`src/rtl/game_controller.sv`:
```
// Flappy Bird play sequencer: bird row, gravity tick, flap edge detect, score and
// round state, feeding the bounds checker and the LED-matrix display.
module game_controller #(
  parameter int unsigned ROWS         = 8,
  parameter int unsigned TICK_DIV     = 25,
  parameter int unsigned DEATH_CYCLES = 4,
  parameter int unsigned SCORE_W      = 4
) (
  input  logic                    clk,
  input  logic                    rst_n,
  input  logic                    key_i,
  input  logic                    pipe_pass_i,
  input  logic                    collide_i,
  input  logic                    out_of_bounds_i,
  output logic                    flap_o,
  output logic                    gravity_o,
  output logic                    top_o,
  output logic                    bottom_o,
  output logic                    bounds_clr_o,
  output logic [$clog2(ROWS)-1:0] bird_row_o,
  output logic [SCORE_W-1:0]      score_o,
  output logic                    playing_o,
  output logic                    game_over_o
);

  localparam int unsigned ROW_W  = $clog2(ROWS);
  localparam int unsigned TICK_W = $clog2(TICK_DIV);
  localparam int unsigned DIE_W  = $clog2(DEATH_CYCLES + 1);

  localparam logic [ROW_W-1:0]   ROW_TOP   = ROW_W'(ROWS - 1);
  localparam logic [ROW_W-1:0]   ROW_MID   = ROW_W'(ROWS / 2);
  localparam logic [TICK_W-1:0]  TICK_LAST = TICK_W'(TICK_DIV - 1);
  localparam logic [DIE_W-1:0]   DIE_LAST  = DIE_W'(DEATH_CYCLES - 1);
  localparam logic [SCORE_W-1:0] SCORE_MAX = '1;

  typedef enum logic [1:0] {
    S_IDLE,
    S_PLAY,
    S_DYING,
    S_OVER
  } state_e;

  state_e              state_q, state_d;
  logic                key_q;
  logic [TICK_W-1:0]   tick_q, tick_d;
  logic [ROW_W-1:0]    row_q, row_d;
  logic [SCORE_W-1:0]  score_q, score_d;
  logic [DIE_W-1:0]    die_q, die_d;

  logic rise;
  logic death;
  logic grav;
  logic flap;

  always_ff @(posedge clk or negedge rst_n) begin
    if (!rst_n) begin
      state_q <= S_IDLE;
      key_q   <= 1'b0;
      tick_q  <= '0;
      row_q   <= ROW_MID;
      score_q <= '0;
      die_q   <= '0;
    end else begin
      state_q <= state_d;
      key_q   <= key_i;
      tick_q  <= tick_d;
      row_q   <= row_d;
      score_q <= score_d;
      die_q   <= die_d;
    end
  end

  always_comb begin
    state_d = state_q;
    tick_d  = '0;
    row_d   = row_q;
    score_d = score_q;
    die_d   = '0;

    rise  = key_i & ~key_q;
    death = out_of_bounds_i | collide_i;
    grav  = (state_q == S_PLAY) && (tick_q == TICK_LAST);
    flap  = rise && (state_q == S_PLAY);

    case (state_q)
      S_IDLE: begin
        if (rise) begin
          state_d = S_PLAY;
          score_d = '0;
        end
      end
      S_PLAY: begin
        tick_d = grav ? '0 : tick_q + TICK_W'(1);
        // Simultaneous flap and gravity cancel out.
        if (flap && !grav && (row_q != ROW_TOP)) begin
          row_d = row_q + ROW_W'(1);
        end else if (grav && !flap && (row_q != '0)) begin
          row_d = row_q - ROW_W'(1);
        end
        if (death) begin
          state_d = S_DYING;
        end else if (pipe_pass_i && (score_q != SCORE_MAX)) begin
          score_d = score_q + SCORE_W'(1);
        end
      end
      S_DYING: begin
        if (die_q == DIE_LAST) begin
          state_d = S_OVER;
        end else begin
          die_d = die_q + DIE_W'(1);
        end
      end
      S_OVER: begin
        if (rise) begin
          state_d = S_IDLE;
        end
      end
      default: state_d = S_IDLE;
    endcase

    // Recentre the bird as soon as the round returns to IDLE.
    if (state_d == S_IDLE) begin
      row_d = ROW_MID;
    end
  end

  assign flap_o       = flap;
  assign gravity_o    = grav;
  assign top_o        = (row_q == ROW_TOP);
  assign bottom_o     = (row_q == '0);
  assign bounds_clr_o = (state_q == S_IDLE);
  assign bird_row_o   = row_q;
  assign score_o      = score_q;
  assign playing_o    = (state_q == S_PLAY);
  assign game_over_o  = (state_q == S_OVER);

endmodule

```
`config.mk`:
```
export PLATFORM = sky130hd
export DESIGN_NAME = game_controller
export DESIGN_NICKNAME = d
export VERILOG_FILES = /design/src/rtl/game_controller.sv
export SDC_FILE = /design/constraint.sdc
export NUM_CORES = 1
export LEC_CHECK = 0
export CORE_MARGIN = 8
export CORE_UTILIZATION = 25
export CTS_CLUSTER_DIAMETER = 60
export DETAILED_ROUTE_END_ITERATION = 10
export PLACE_DENSITY_LB_ADDON = 0.1
export SLEW_MARGIN = 0
export SYNTH_ARGS = -nofsm -noshare
export SYNTH_HDL_FRONTEND = slang
export SYNTH_SLANG_ARGS = --single-unit
```
`constraint.sdc`:
```
create_clock -name clk -period 2.22 [get_ports clk]
set_clock_uncertainty 0.15 [all_clocks]
set_input_delay 0.444 -clock clk [delete_from_list [all_inputs] [get_ports clk]]
set_output_delay 0.444 -clock clk [all_outputs]
set_load 0.005 [all_outputs]
```
# Word-level counts from Yosys, hierarchy flattened
# Cells that the tools add are included.
# totals
ff_bits	18
in_bits	6
output_inout_bits	14
wordCells	60
# classes
n_addsub	5
n_eq_ne	11
n_mux	17
n_bitwise	3
reduce_logical	18
# op_table
operator	count
2-to-1 mux 3 bit	6
2-to-1 mux 4 bit	3
2-to-1 mux 5 bit	2
2-to-1 mux 2 bit	4
case mux 2 bit (4 select lines)	1
case mux 4 bit (2 select lines)	1
logical AND 1 bit	7
adder 3 x 1 -> 3 bit (second input constant)	2
nonzero test 3 bit	2
adder 5 x 1 -> 5 bit (second input constant)	1
== test 5 bit (second input constant)	1
adder 4 x 1 -> 4 bit (second input constant)	1
== test 2 bit (second input constant)	2
zero test 2 bit	2
!= test 2 x 1 -> 1 bit (second input constant)	2
!= test 4 bit (second input constant)	1
AND reduction 4 bit	1
nonzero test 2 bit	2
== test 3 x 2 -> 1 bit (second input constant)	1
== test 3 bit (second input constant)	1
zero test 3 bit	1
!= test 3 bit (second input constant)	1
subtractor 3 x 1 -> 3 bit (second input constant)	1
== test 2 x 1 -> 1 bit (second input constant)	1
6 further kinds	7

# Logic depth before layout (Yosys ltp)
# Gate-level depths: netlist (run 1).
# logic_depth
ltp_word	10
depth_mapped	10
ltp_nobuf	9

# Worst setup path before layout (run 1)
# No wires, ideal clock.
# synth_timing
path_type	register -> register
startpoint	reg tick_q[0]
endpoint	reg row_q[2] (netlist: bird_row_o[2])
setup_ns	0.077
arrival_ns	2.133
required_ns	1.993
slack_ns	-0.140
path_stages_with_launch	10
path_buffers	1
period_less_slack_ns	2.360
path_cell_list	dfrtp_1 inv_1 ha_1 nand4b_1 clkbuf_1 nand3_1 fa_1 and3_1 or3_1 a31oi_1
# synth_via
elab_chain_len	8
elab_cells_between_ends	12
classes_between	eq/ne: 1; mux: 3; reduce/logical: 8
# synth_rtl
item	line	source
start: declaration	45	logic [TICK_W-1:0] tick_q, tick_d;
start signal: assignment	66	tick_q <= tick_d;
== test 5 bit (*)	82	grav = (state_q == S_PLAY) && (tick_q == TICK_LAST);
logical AND 1 bit (*)	82	
zero test 1 bit	95	if (flap && !grav && (row_q != ROW_TOP)) begin
logical AND 1 bit (2 in a row)	95	
2-to-1 mux 3 bit	95	
2-to-1 mux 3 bit	85	case (state_q)
2-to-1 mux 3 bit	122	if (state_d == S_IDLE) begin
end signal: assignment	67	row_q <= row_d;
end: declaration	46	logic [ROW_W-1:0] row_q, row_d;
# Every way passes the cells marked *; elsewhere a longest branch is shown, timed or not. The select of a mux whose other input is x is not followed.
# A chain may end at the register's enable or synchronous reset.

# Worst setup path in the final report (run 1)
# layout_timing
startpoint	reg row_q[2] (netlist: bird_row_o[2])
endpoint	out top_o
# layout_via
elab_chain_len	1
# layout_rtl
item	line	source
== test 3 bit	129	assign top_o = (row_q == ROW_TOP);
end: declaration	17	output logic top_o,
# Every way passes these cells.

==> results of run 1 <==
-- cells in the final DEF, fill, tap and decap left out, types with 3 or more instances in the layout --
cell / count
clkbuf_8: 4
nand3_1: 5
nand4_1: 3
ha_1: 4
nand2b_1: 4
nor2_1: 8
nand2_1: 8
dlygate4sd2_1: 4
xor2_1: 4
dfrtp_1: 17
buf_4: 19
clkdlybuf4s50_1: 15
a21oi_1: 7
a31oi_1: 5
inv_1: 6
nor2b_1: 4
-- sequential cells by signal (all words and copies together) (netlist names) --
signal and cells:
tick_q 5, score_o 4, bird_row_o 3, die_q 3, state_q 2, key_q 1
-- power breakdown --
group          internal, mW  switching (mW)  total, mW
sequential            0.412          0.0710      0.483
combinational         0.416           0.363      0.779
clock                 0.157           0.110      0.268
-- layer usage --
layer | share of wire (%) | vias up
met4 | 0.62 | 0
li1 | - | 478
met5 | 0 | -
met3 | 7.4 | 2
met2 | 46 | 19
met1 | 46 | 463
-- repair_timing --
| item | in CTS | in global routing |
|---|---|---|
| setup endpoints to repair | 4 | 4 |
| gates resized for setup | 7 | 5 |
| buffers inserted | 4 | 1 |
| pin swaps | 4 | 1 |
-- worst max-delay path, delay by kind of cell, from the launching register on --
| family | cells | cell delay [ns] |
|---|---|---|
| DFF | 1 | 0.59 |
| and+or+nand+nor | 1 | 0.22 |
| buffers and inverters | 1 | 0.50 |
-- metrics by stage --
| stage | power, mW | utilization [%] | worst slack [ns] |
|---|---|---|---|
| floorplan | 0.861 | - | 0.000458 |
| global placement | 1.21 | 34.6 | -0.287 |
| detailed placement | 1.22 | 34.6 | -0.330 |
| CTS | 1.52 | 36.9 | 0.00746 |
| global route | 1.65 | 37.7 | -0.0256 |
| finish | 1.53 | 37.7 | 0.0683 |
-- cell families after synthesis --
group                    Yosys count
AO/OA/AOI/OAI                     21
XOR/XNOR                           6
adder cells (fa/ha/maj)            5
buffers and inverters             10
flip-flops                        18
multiplexers                       1
AND/OR/NAND/NOR                   52
-- Yosys cell counts (3+ instances only) --
master / count
nor2b_1: 4
clkbuf_1: 3
or3_1: 3
nor2_1: 10
nand4_1: 3
a31oi_1: 5
dfrtp_1: 17
inv_1: 6
nand2_1: 8
a21oi_1: 7
nand3_1: 5
ha_1: 4
nand2b_1: 5
and3_1: 3
xor2_1: 4
nor3_1: 3
-- worst paths after layout --
path                                           start                        end  slack [ns]  cells after the start
max                        bird_row_o[2]$_DFFE_PN1P_                      top_o        0.07                      2
min                               die_q[0]$_DFF_PN0_         die_q[0]$_DFF_PN0_        0.30                      1
max reg2reg                      tick_q[0]$_DFF_PN0_  bird_row_o[2]$_DFFE_PN1P_        0.09                      9
min reg2reg                       die_q[0]$_DFF_PN0_         die_q[0]$_DFF_PN0_        0.30                      1
max in group asynchronous                      rst_n        tick_q[0]$_DFF_PN0_        1.11                      2
min in group asynchronous                      rst_n  bird_row_o[0]$_DFFE_PN0P_        0.31                      1
-- cell type report --
type | instances | area, µm² | area share (%)
tap | 50 | 62.6 | 4.09
clock buffer | 4 | 55.1 | 3.60
inverter | 6 | 22.5 | 1.47
timing repair buffer | 38 | 328 | 21.5
sequential | 18 | 452 | 29.6
multi-input combinational | 85 | 608 | 39.8
==> qor.csv, run 1 <==
metric,value,unit
# setup viols final,0,
outcome,completed,
clk buf depth,2,
Tcrit/Tclk final,96.9,%
setup repair after global routing missed its margin,true,
simple-gate area share of the yosys netlist,28.6,%
Ys Warns,0,
Crit path arrival time,1.56,ns
M3 GR Usage,2.43,%
full die area,6600,µm²
Antenna Cells,0,
total wire length,2740,µm
synth unique cells,33,
share of the synthesized area in the top cell type,40.0,%
number of flops mapped to enable cells by yosys,0,
placed cell areas,1410,µm²
number of fillers in the final layout,420,
wire per inst,13.6,µm
pwr dens,1000,nW/µm²
Critical-path top delay cell,dfstp_2,
CTS root buffer,clkbuf_8,
site row count,23,
grt total ovfl,0,
Tightest Hold Check Type,register to register,
maximum VDD drop,0.352,mV
gpl congestion,0.763,
H-Tree Depth,1,
final worst path period need,2.15,ns
chip height,81.2,µm
"Critical Path, Cell by Cell","and3_4, clkdlybuf4s50_1",
fin cells,201,
CTS Sinks,18,
mux share of post-synthesis cell area,1.41,%
max_slew headroom,75.8,%
Hold Buf Count CTS,0,
Residual DRC,0,
Worst Path Required,1.63,ns
setup tns final,0,ns
"slowest stage delay, CP",0.59,ns
TritonCTS Buffers,3,
final net count,163,
number of global-route vias before repair,952,
initial antenna violation count,0,
total track usage,8.60,%
DR pass1 iterations,4,
Synth Flop Type,dfrtp_1,
Lkg Pwr,0.685,nW
core area,4060,µm²
crit path kind,register to output port,
Synth Area in Adders,6.59,%
PortBufs,19,
Area contributors post-synth,"dfrtp_1, ha_1, nor2_1, a21oi_1, xor2_1",
Mapped Cells,113,
Cells after DPL,192,
post-route cell area,1530,µm²
Yosys reg bits,18,
largest family of logic cells by synthesized area,simple AND/OR/NAND/NOR gates,
clk slew on worst S/H paths,0.07,ns
GR peak layer,met2,
Synth Area in XOR/XNOR,4.94,%
max-cap viol count,0,
Die W,81.2,µm
CP startpoint kind,register,
TritonCTS clock tree,done,
GR Layer Usage met1,11.0,%
worst hold slack,0.301,ns
First DRT Iteration DRCs,63,
crit path max fanout,7,
syn avg cell area,9.41,µm²
Final Hold Fails,0,
Synth-to-Final Area Change,43.6,%
Worst-Margin Slew,0.362,ns
leading area contributor after synthesis,dfrtp_1,
M2 GR Usage,13.4,%
via count of the routed design,962,
post-synthesis net count,124,
complex-gate fraction of the synthesized area,12.4,%
fin. max-slew vios,0,
register area share after synthesis,42.5,%
Crit. End Element,output port,
Clock Latency Late Sink,0.25,ns
share of layout cells above drive strength 1,22.5,%
first-pass GRT wire length,4450,µm
vias per std cell,4.79,
post-synthesis cell area,1060,µm²
IO Count,20,
maximum clock frequency,465,MHz
post-DP HPWL,2090,µm
initial core utilization,26.2,%
largest net degree at the start of global routing,16,
Routed Antenna Nets,0,
ys async rst share,100,%
(Power assumes the default switching activity.)
==> inputs of run 2 (changes only) <==
--- a/config.mk
+++ b/config.mk
@@ -10,7 +10,6 @@
 export CTS_CLUSTER_DIAMETER = 60
 export DETAILED_ROUTE_END_ITERATION = 10
 export PLACE_DENSITY_LB_ADDON = 0.1
-export SLEW_MARGIN = 0
 export SYNTH_ARGS = -nofsm -noshare
 export SYNTH_HDL_FRONTEND = slang
 export SYNTH_SLANG_ARGS = --single-unit
==> results of run 2 <==
The final DEF is identical to that of run 1; final timing and power are the same.
